==> config.mk <==
export PLATFORM = sky130hd
export DESIGN_NAME = tour_cmd_sequencer
export DESIGN_NICKNAME = d
export VERILOG_FILES = /design/src/rtl/tour_pkg.sv /design/src/rtl/tour_move_decode.sv /design/src/rtl/tour_cmd_sequencer.sv
export SDC_FILE = /design/constraint.sdc
export NUM_CORES = 1
export LEC_CHECK = 0
export ABC_AREA = 1
export CAP_MARGIN = 10
export CELL_PAD_IN_SITES_DETAIL_PLACEMENT = 1
export CELL_PAD_IN_SITES_GLOBAL_PLACEMENT = 2
export CORE_UTILIZATION = 14
export CTS_CLUSTER_DIAMETER = 40
export DETAILED_ROUTE_END_ITERATION = 16
export PLACE_DENSITY_LB_ADDON = 0.1
export SLEW_MARGIN = 0
export SYNTH_ARGS = -nofsm -noshare
export SYNTH_HDL_FRONTEND = slang
export SYNTH_SLANG_ARGS = --single-unit
export TNS_END_PERCENT = 5
==> constraint.sdc <==
create_clock -name clk -period 1.6 [get_ports clk]
set_input_delay 0.32 -clock clk [delete_from_list [all_inputs] [get_ports clk]]
set_output_delay 0.32 -clock clk [all_outputs]
set_load 0.02 [all_outputs]
==> src/rtl/tour_pkg.sv <==
// Shared types and constants for the knight's-tour command replay path.
// Latency: n/a (types, constants and a pure helper function only).
// Backpressure: n/a.
package tour_pkg;

   // Replay sequencer states: one command leg is issued, then we wait for its response.
   typedef enum logic [2:0] {
      IDLE      = 3'd0,
      VERT      = 3'd1,
      VERT_WAIT = 3'd2,
      HORZ      = 3'd3,
      HORZ_WAIT = 3'd4
   } state_t;

   // Robot headings carried in cmd[11:4]
   localparam logic [7:0] HDG_N = 8'h00;
   localparam logic [7:0] HDG_W = 8'h3F;
   localparam logic [7:0] HDG_S = 8'h7F;
   localparam logic [7:0] HDG_E = 8'hBF;

   // Opcodes carried in cmd[15:12]
   localparam logic [3:0] OP_MOVE_DEF    = 4'h2;
   localparam logic [3:0] OP_FANFARE_DEF = 4'h3;

   // Response bytes toward the host
   localparam logic [7:0] RESP_ACK  = 8'hA5;
   localparam logic [7:0] RESP_BUSY = 8'h5A;

   localparam int NUM_MOVES_DEF = 24;

   // Assemble a command word {opcode, heading, squares}
   function automatic logic [15:0] mk_cmd(input logic [3:0] op,
                                          input logic [7:0] hdg,
                                          input logic [3:0] sq);
      return {op, hdg, sq};
   endfunction

endpackage

==> src/rtl/tour_move_decode.sv <==
// Splits a one-hot knight move into a vertical leg and a horizontal leg.
// Latency: purely combinational, zero cycles.
// Backpressure: none; the output simply follows move.
module tour_move_decode
   import tour_pkg::*;
(
   input  logic [7:0] move,
   output logic [7:0] vert_hdg,
   output logic [3:0] vert_sq,
   output logic [7:0] horz_hdg,
   output logic [3:0] horz_sq
);

   // Table lookup per knight direction; zero or multi-hot moves give zero-length legs
   // so the replay handshake still runs to completion without moving the robot.
   always_comb begin
      vert_hdg = HDG_N;
      vert_sq  = 4'd0;
      horz_hdg = HDG_N;
      horz_sq  = 4'd0;
      case (move)
         8'h01: begin vert_hdg = HDG_N; vert_sq = 4'd2; horz_hdg = HDG_W; horz_sq = 4'd1; end
         8'h02: begin vert_hdg = HDG_N; vert_sq = 4'd2; horz_hdg = HDG_E; horz_sq = 4'd1; end
         8'h04: begin vert_hdg = HDG_N; vert_sq = 4'd1; horz_hdg = HDG_W; horz_sq = 4'd2; end
         8'h08: begin vert_hdg = HDG_S; vert_sq = 4'd1; horz_hdg = HDG_W; horz_sq = 4'd2; end
         8'h10: begin vert_hdg = HDG_S; vert_sq = 4'd2; horz_hdg = HDG_W; horz_sq = 4'd1; end
         8'h20: begin vert_hdg = HDG_S; vert_sq = 4'd2; horz_hdg = HDG_E; horz_sq = 4'd1; end
         8'h40: begin vert_hdg = HDG_S; vert_sq = 4'd1; horz_hdg = HDG_E; horz_sq = 4'd2; end
         8'h80: begin vert_hdg = HDG_N; vert_sq = 4'd1; horz_hdg = HDG_E; horz_sq = 4'd2; end
         default: begin
            vert_hdg = HDG_N;
            vert_sq  = 4'd0;
            horz_hdg = HDG_N;
            horz_sq  = 4'd0;
         end
      endcase
   end

endmodule

==> src/rtl/tour_cmd_sequencer.sv <==
// Replays a solved knight's tour as move/fanfare commands, muxed with UART commands.
// Latency: cmd_rdy rises the cycle after start_tour and the cycle after send_resp.
// Backpressure: each leg holds cmd/cmd_rdy until clr_cmd_rdy, then waits for send_resp.
module tour_cmd_sequencer
   import tour_pkg::*;
#(
   parameter int         NUM_MOVES  = NUM_MOVES_DEF,
   parameter logic [3:0] OP_MOVE    = OP_MOVE_DEF,
   parameter logic [3:0] OP_FANFARE = OP_FANFARE_DEF
)
(
   input  logic        clk,
   input  logic        rst,
   input  logic        start_tour,
   input  logic [7:0]  move,
   output logic [4:0]  mv_indx,
   input  logic [15:0] cmd_UART,
   input  logic        cmd_rdy_UART,
   input  logic        clr_cmd_rdy,
   output logic        clr_cmd_rdy_UART,
   input  logic        send_resp,
   output logic [15:0] cmd,
   output logic        cmd_rdy,
   output logic [7:0]  resp
);

   localparam logic [4:0] LAST_IDX = 5'(NUM_MOVES - 1);

   state_t      state;
   state_t      nxt_state;
   logic [4:0]  nxt_indx;
   logic [7:0]  vert_hdg;
   logic [3:0]  vert_sq;
   logic [7:0]  horz_hdg;
   logic [3:0]  horz_sq;
   logic [15:0] vert_cmd;
   logic [15:0] horz_cmd;
   logic        last_move;

   tour_move_decode u_decode (
      .move     (move),
      .vert_hdg (vert_hdg),
      .vert_sq  (vert_sq),
      .horz_hdg (horz_hdg),
      .horz_sq  (horz_sq)
   );

   // The solver output is stable for a given index, so both legs stay stable while offered.
   assign vert_cmd  = mk_cmd(OP_MOVE, vert_hdg, vert_sq);
   assign horz_cmd  = mk_cmd(OP_FANFARE, horz_hdg, horz_sq);
   assign last_move = (mv_indx == LAST_IDX);

   // State register and replay index; reset aborts any replay in progress.
   always_ff @(posedge clk) begin
      if (rst) begin
         state   <= IDLE;
         mv_indx <= 5'd0;
      end else begin
         state   <= nxt_state;
         mv_indx <= nxt_indx;
      end
   end

   // Next-state logic and output mux: UART passes through only while idle.
   always_comb begin
      nxt_state        = state;
      nxt_indx         = mv_indx;
      cmd              = cmd_UART;
      cmd_rdy          = 1'b0;
      clr_cmd_rdy_UART = 1'b0;
      resp             = RESP_BUSY;
      case (state)
         IDLE: begin
            cmd              = cmd_UART;
            cmd_rdy          = cmd_rdy_UART;
            clr_cmd_rdy_UART = clr_cmd_rdy;
            resp             = RESP_ACK;
            if (start_tour) begin
               nxt_indx  = 5'd0;
               nxt_state = VERT;
            end
         end
         VERT: begin
            cmd     = vert_cmd;
            cmd_rdy = 1'b1;
            if (clr_cmd_rdy) nxt_state = VERT_WAIT;
         end
         VERT_WAIT: begin
            cmd = vert_cmd;
            if (send_resp) nxt_state = HORZ;
         end
         HORZ: begin
            cmd     = horz_cmd;
            cmd_rdy = 1'b1;
            if (clr_cmd_rdy) nxt_state = HORZ_WAIT;
         end
         HORZ_WAIT: begin
            cmd = horz_cmd;
            // The final leg's response reports completion rather than progress
            if (last_move) resp = RESP_ACK;
            if (send_resp) begin
               if (last_move) begin
                  nxt_indx  = 5'd0;
                  nxt_state = IDLE;
               end else begin
                  nxt_indx  = mv_indx + 5'd1;
                  nxt_state = VERT;
               end
            end
         end
         default: begin
            nxt_state = IDLE;
            nxt_indx  = 5'd0;
         end
      endcase
   end

endmodule

* Word level (Yosys, flattened, before mapping) *
Cells that the tools add are included.

storage, ports and cells
  flip-flop bits (word level) = 8
  input bits = 30
  word-level logic and storage cells = 54
  output and inout port bits = 31

cells by class
  bitwise logic cells = 1
  reductions and logical operators = 12
  mux-type cells = 20
  add/sub/neg operators = 1
  eq/ne operators = 18

operators with widths
  kind                 number
  $pmux 16 s2          1
  $pmux 8 s2           2
  $reduce_or 4->1      5
  $mux 3               5
  $mux 5               3
  $pmux 3 s5           1
  $pmux 5 s3           1
  $ne 2x2->1 const B   5
  $eq 8x1->1 const B   1
  $eq 8x2->1 const B   1
  $eq 8x3->1 const B   1
  $eq 8x4->1 const B   1
  $eq 8x5->1 const B   1
  $eq 8x6->1 const B   1
  $eq 8x7->1 const B   1
  $eq 8x8->1 const B   1
  $mux 8               1
  $pmux 2 s2           2
  $mux 7               1
  $eq 3x2->1 const B   2
  $reduce_or 2->1      3
  $add 5x1->5 const B  1
  $eq 5x5->1 const B   1
  $reduce_and 5->1     1
  8 further kinds      9

* Depth between registers and ports, before layout *
  word-level depth = 4
  mapped depth = 9

* Modules after synthesis *
A second synthesis with hierarchy kept.

second synthesis, totals
  cell total of the unflattened synthesis = 220
  area, all modules = 1228.7 um2

by module, submodules not included
  module              area an instance (um2)  times used  cells an instance  sequential area each (um2)
  tour_cmd_sequencer  845.8                   1           155                160.2
  tour_move_decode    382.9                   1           65                 0.0

* Worst setup path before layout *
Ideal clock, no wire load.

  path kind = flip-flop to output port
  from = register mv_indx[0]
  to = output port resp[3]
  buffers on the path = 1
  setup slack = -692 ps
  cell stages (with the launch flop) = 10
  arrival = 1972 ps
  path through = dfxtp_1 ha_1 nand2_1 nor2_1 nand2_1 nand2_1 inv_1 nor2_1 inv_1 buf_4

between the ends
  longest elaborated chain between the ends = 3

ends and longest elaborated chain
  what                    line                       RTL
  from (decl)             tour_cmd_sequencer.sv:16   output logic [4:0] mv_indx,
  from (signal assigned)  tour_cmd_sequencer.sv:60   mv_indx <= nxt_indx;
  $eq 5x5->1              tour_cmd_sequencer.sv:51   assign last_move = (mv_indx == LAST_IDX);
  $mux 8                  tour_cmd_sequencer.sv:100  if (last_move) resp = RESP_ACK;
  $pmux 8 s2              tour_cmd_sequencer.sv:72   case (state)
  to (decl)               tour_cmd_sequencer.sv:24   output logic [7:0] resp

No other way between the ends.

* Worst setup path in the final report *
  from = input port move[6]
  to = output port cmd[5]

between the ends
  longest elaborated chain between the ends = 4
  elaborated cells on any way between the ends = 14
  those cells by class = eq/ne: 8; mux: 3; reduce/logical: 3

ends and longest elaborated chain
  what                                      line                      RTL
  from (decl)                               tour_cmd_sequencer.sv:15  input logic [7:0] move,
  $eq 8x2->1, or another cell as far along  tour_move_decode.sv:21    case (move)
  $reduce_or 4->1 (no source line)          --
  $pmux 8 s2 or $mux 7 (tied branches)      tour_move_decode.sv:21
  $pmux 16 s2 *                             tour_cmd_sequencer.sv:72
  to (decl)                                 tour_cmd_sequencer.sv:22  output logic [15:0] cmd,

Mark *: on every way between the ends. The rest lies on a longest branch, timed or not.

==> summary.md <==
| Metric | Value |
|---|---|
| Outcome | complete, but fails checks |
| Leak | 0.001160 uW |
| Fin worst setup slack | -0.2191 ns |
| Post-DP HPWL | 2956 um |
| #FFs+latches synth | 8 |
| Clock latency on the worst-skew pair | 0.23 ns |
| DR vias | 1,390 |
| Max-cap violations | 0 |
| Final net count | 310 |
| Pre-CTS setup slack | -0.9704 ns |
| HP Start | mv_indx[2] |
| Htree depth | 1 |
| Cts bufs inserted | 3 |
| Total routed wirelength | 3501 um |
| Core area | 0.006422 mm2 |
| Die width | 83.87 um |
| Vias per inst | 3.927 |
| Seq/Total Area, Yosys | 17.07% |
| Clock skew | 0.0002900 ns |
| Synth top area share | 19.60% |
| Clock tree buffer depth | 2 |
| Diodes inserted | 0 |
| Total power | 3098 uW |
| Number of I/O pins | 61 |
| CTS tree | yes |
| All-Layer GR Usage | 10.35% |
| Fin. max-slew vios | 0 |
| HP Class | reg -> reg |
| Area Overhead vs Synth | 119.7% |
| Final hold violation count | 0 |
| Die Ht | 83.87 um |
| R2r startpoint | state[0] |
| Hold Crit Depth | 3 |
| Worst-path maximum fanout | 5 |
| CP Launch Type | input pin |
| Violated checks | DRC, setup timing |
| Wirelength per Cell | 9.890 um |
| Setup_tns | -3.345 ns |
| Fin crit period | 1.819 ns |
| Worst path arrival time | 1.50 ns |
| CP required | 1.28 ns |
| Drt first pass iters | 9 |
| Synth Cell Area | 938.4 um2 |
| Yosys cell types | 20 |
| Largest delay share family, worst path | buffers and inverters |
| Hold_ws | 0.5917 ns |
| Cell taking the most area after synthesis | nand2_1 |
| Crit Reg-Reg Endpoint | mv_indx[3] |
| Hold Buf Count CTS | 0 |
| Tcrit/Tclk final | 113.7% |
| Clock sink count | 8 |
| Syn. warnings | 0 |
| CP max stage cell | dlygate4sd2_1 |
| Largest net degree at the start of global routing | 7 |
| Vias in the first global route | 1,429 |
| DRC | 7 |
| CP endpoint kind | primary output |
| RSZ-0062 raised after global routing | yes |
| Final setup fails | 25 |
| Buf+Inv Stages, Crit Path | 4 |
| P per Cell Area | 1502 mW/mm2 |
| Actual slew at the worst max-slew pin | 0.2228 ns |
| Antenna violations before repair | 0 |
| Largest stage delay on the critical path | 0.24 ns |
| Crit-path cells | dlygate4sd2_1 -> buf_4 -> nand2_1 -> nor2_1 -> o21ai_1 -> nand3_2 -> nand2_4 -> buf_6 -> nand3_2 -> buf_6 |
| WHS Endpoint | mv_indx[2] |
| Global-route wire length before repair | 5996 um |
| Max-slew headroom | 85.12% |
| Setup Crit Path Kind | in -> out |
| Avg Synthesized Cell Area | 5.213 um2 |
| Cells after synthesis | 180 |
| Syn nets | 211 |
| Gr ovfl total | 0 |
| FF-to-FF path depth | 11 |
| FP Rows | 29 |
| Peak supply drop | 0.4472 mV |
| Worst-path clk slew | 0.04 ns |
| R2R Setup Slk | 0.17 ns |
| Clock Tree Root | clkbuf_8 |
| Antenna viol nets, final | 0 |
| Starting density of the core | 14.61% |
| Fmax | 549.7 MHz |
| Top post-synthesis cells by area | nand2_1, dfxtp_1, nor2_1, inv_1, nand3_1 |
| Final Wtd Congestion | 0.7091 |
| Fraction of layout cells with a size suffix above 1 | 47.65% |
| Die area | 0.007034 mm2 |
| IO Port Bufs | 60 |
| Starting DRT DRC Count | 27 |
-- tightest hold or removal path: stages, from the launching register on --
cell and delay [ns]:
dfxtp_1 0.33, buf_4 0.12, a21oi_1 0.04, nor2_1 0.06
-- per-layer routing --
| metal | vias to the layer above | global-route usage [%] | share of wire (%) |
|---|---|---|---|
| li1 | 735 | - | - |
| met1 | 606 | 11.92 | 43 |
| met2 | 45 | 18.55 | 49 |
| met3 | 4 | 2.374 | 6.9 |
| met4 | 0 | 3.762 | 1.2 |
| met5 | - | 0 | 0 |
-- how the worst max path moves through the flow --
stage                from       to  slack (ns)  cells after the start
2_1_floorplan  mv_indx[1]  resp[3]       -0.09                      9
3_3_place_gp      move[7]   cmd[9]       -0.98                     10
3_5_place_dp      move[7]   cmd[9]       -0.97                     11
4_1_cts          state[1]   cmd[5]       -0.28                     10
5_1_grt          state[1]   cmd[4]       -0.30                     10
6_report          move[6]   cmd[5]       -0.22                     10
-- area by class of cell --
cell class | instances | area (um2)
clock buffer | 3 | 41.29
multi-input combinational | 130 | 762.0
inverter | 35 | 138.9
sequential | 8 | 171.4
timing repair buffer | 101 | 852.1
fill | 830 | 4360
tap | 77 | 96.34
-- metrics by stage --
step,std cells,instance area [um2],util [%]
2_1_floorplan,180,987.2,-
3_3_place_gp,344,1878,29.24
3_5_place_dp,344,1878,29.24
4_1_cts,354,2004,31.21
5_1_grt,354,2062,32.11
6_report,354,2062,32.11
-- cells in the final DEF (no fill, tap or decap), drive strengths merged --
master,count
nor2,38
clkbuf,3
or2,1
dlygate4sd2,9
ha,1
nor3,2
dlymetal6s2s,2
clkdlybuf4s15,3
inv,35
nand3,19
dfxtp,8
a21oi,7
xor2,1
clkdlybuf4s50,21
o21ai,8
nand2,53
buf,66
-- where the power goes --
| part | switching [uW] | internal, uW |
|---|---|---|
| registers | 40.3 | 272 |
| logic | 1390 | 1150 |
| clock network | 84.7 | 164 |
-- sequential cells by signal, summed over array words and instances (netlist names) --
register	count
mv_indx	5
state	3
-- cells by family (layout without fill, tap and decap cells) --
kind of cell | count (synthesis) | after routing | share of synthesized area [%]
DFF | 8 | 8 | 17.07
buffers and inverters | 42 | 139 | 19.60
adders and majority gates | 1 | 1 | 1.333
AOI/OAI and AO/OA | 15 | 15 | 8.800
xor gates and xnor gates | 1 | 1 | 0.9335
and+or+nand+nor | 113 | 113 | 52.27
-- repair_timing --
| action | 4_1_cts | 5_1_grt |
|---|---|---|
| setup buffers | 7 | 0 |
| pin swaps | 14 | 3 |
| setup endpoints to repair | 29 | 30 |
| gates resized for setup | 174 | 20 |
-- synthesized netlist by cell type (all sizes together) --
master	instances
ha	1
or2	1
nor2	38
xor2	1
nand2	53
a21oi	7
buf	7
o21ai	8
nand3	19
nor3	2
inv	35
dfxtp	8
(Power assumes the default switching activity.)
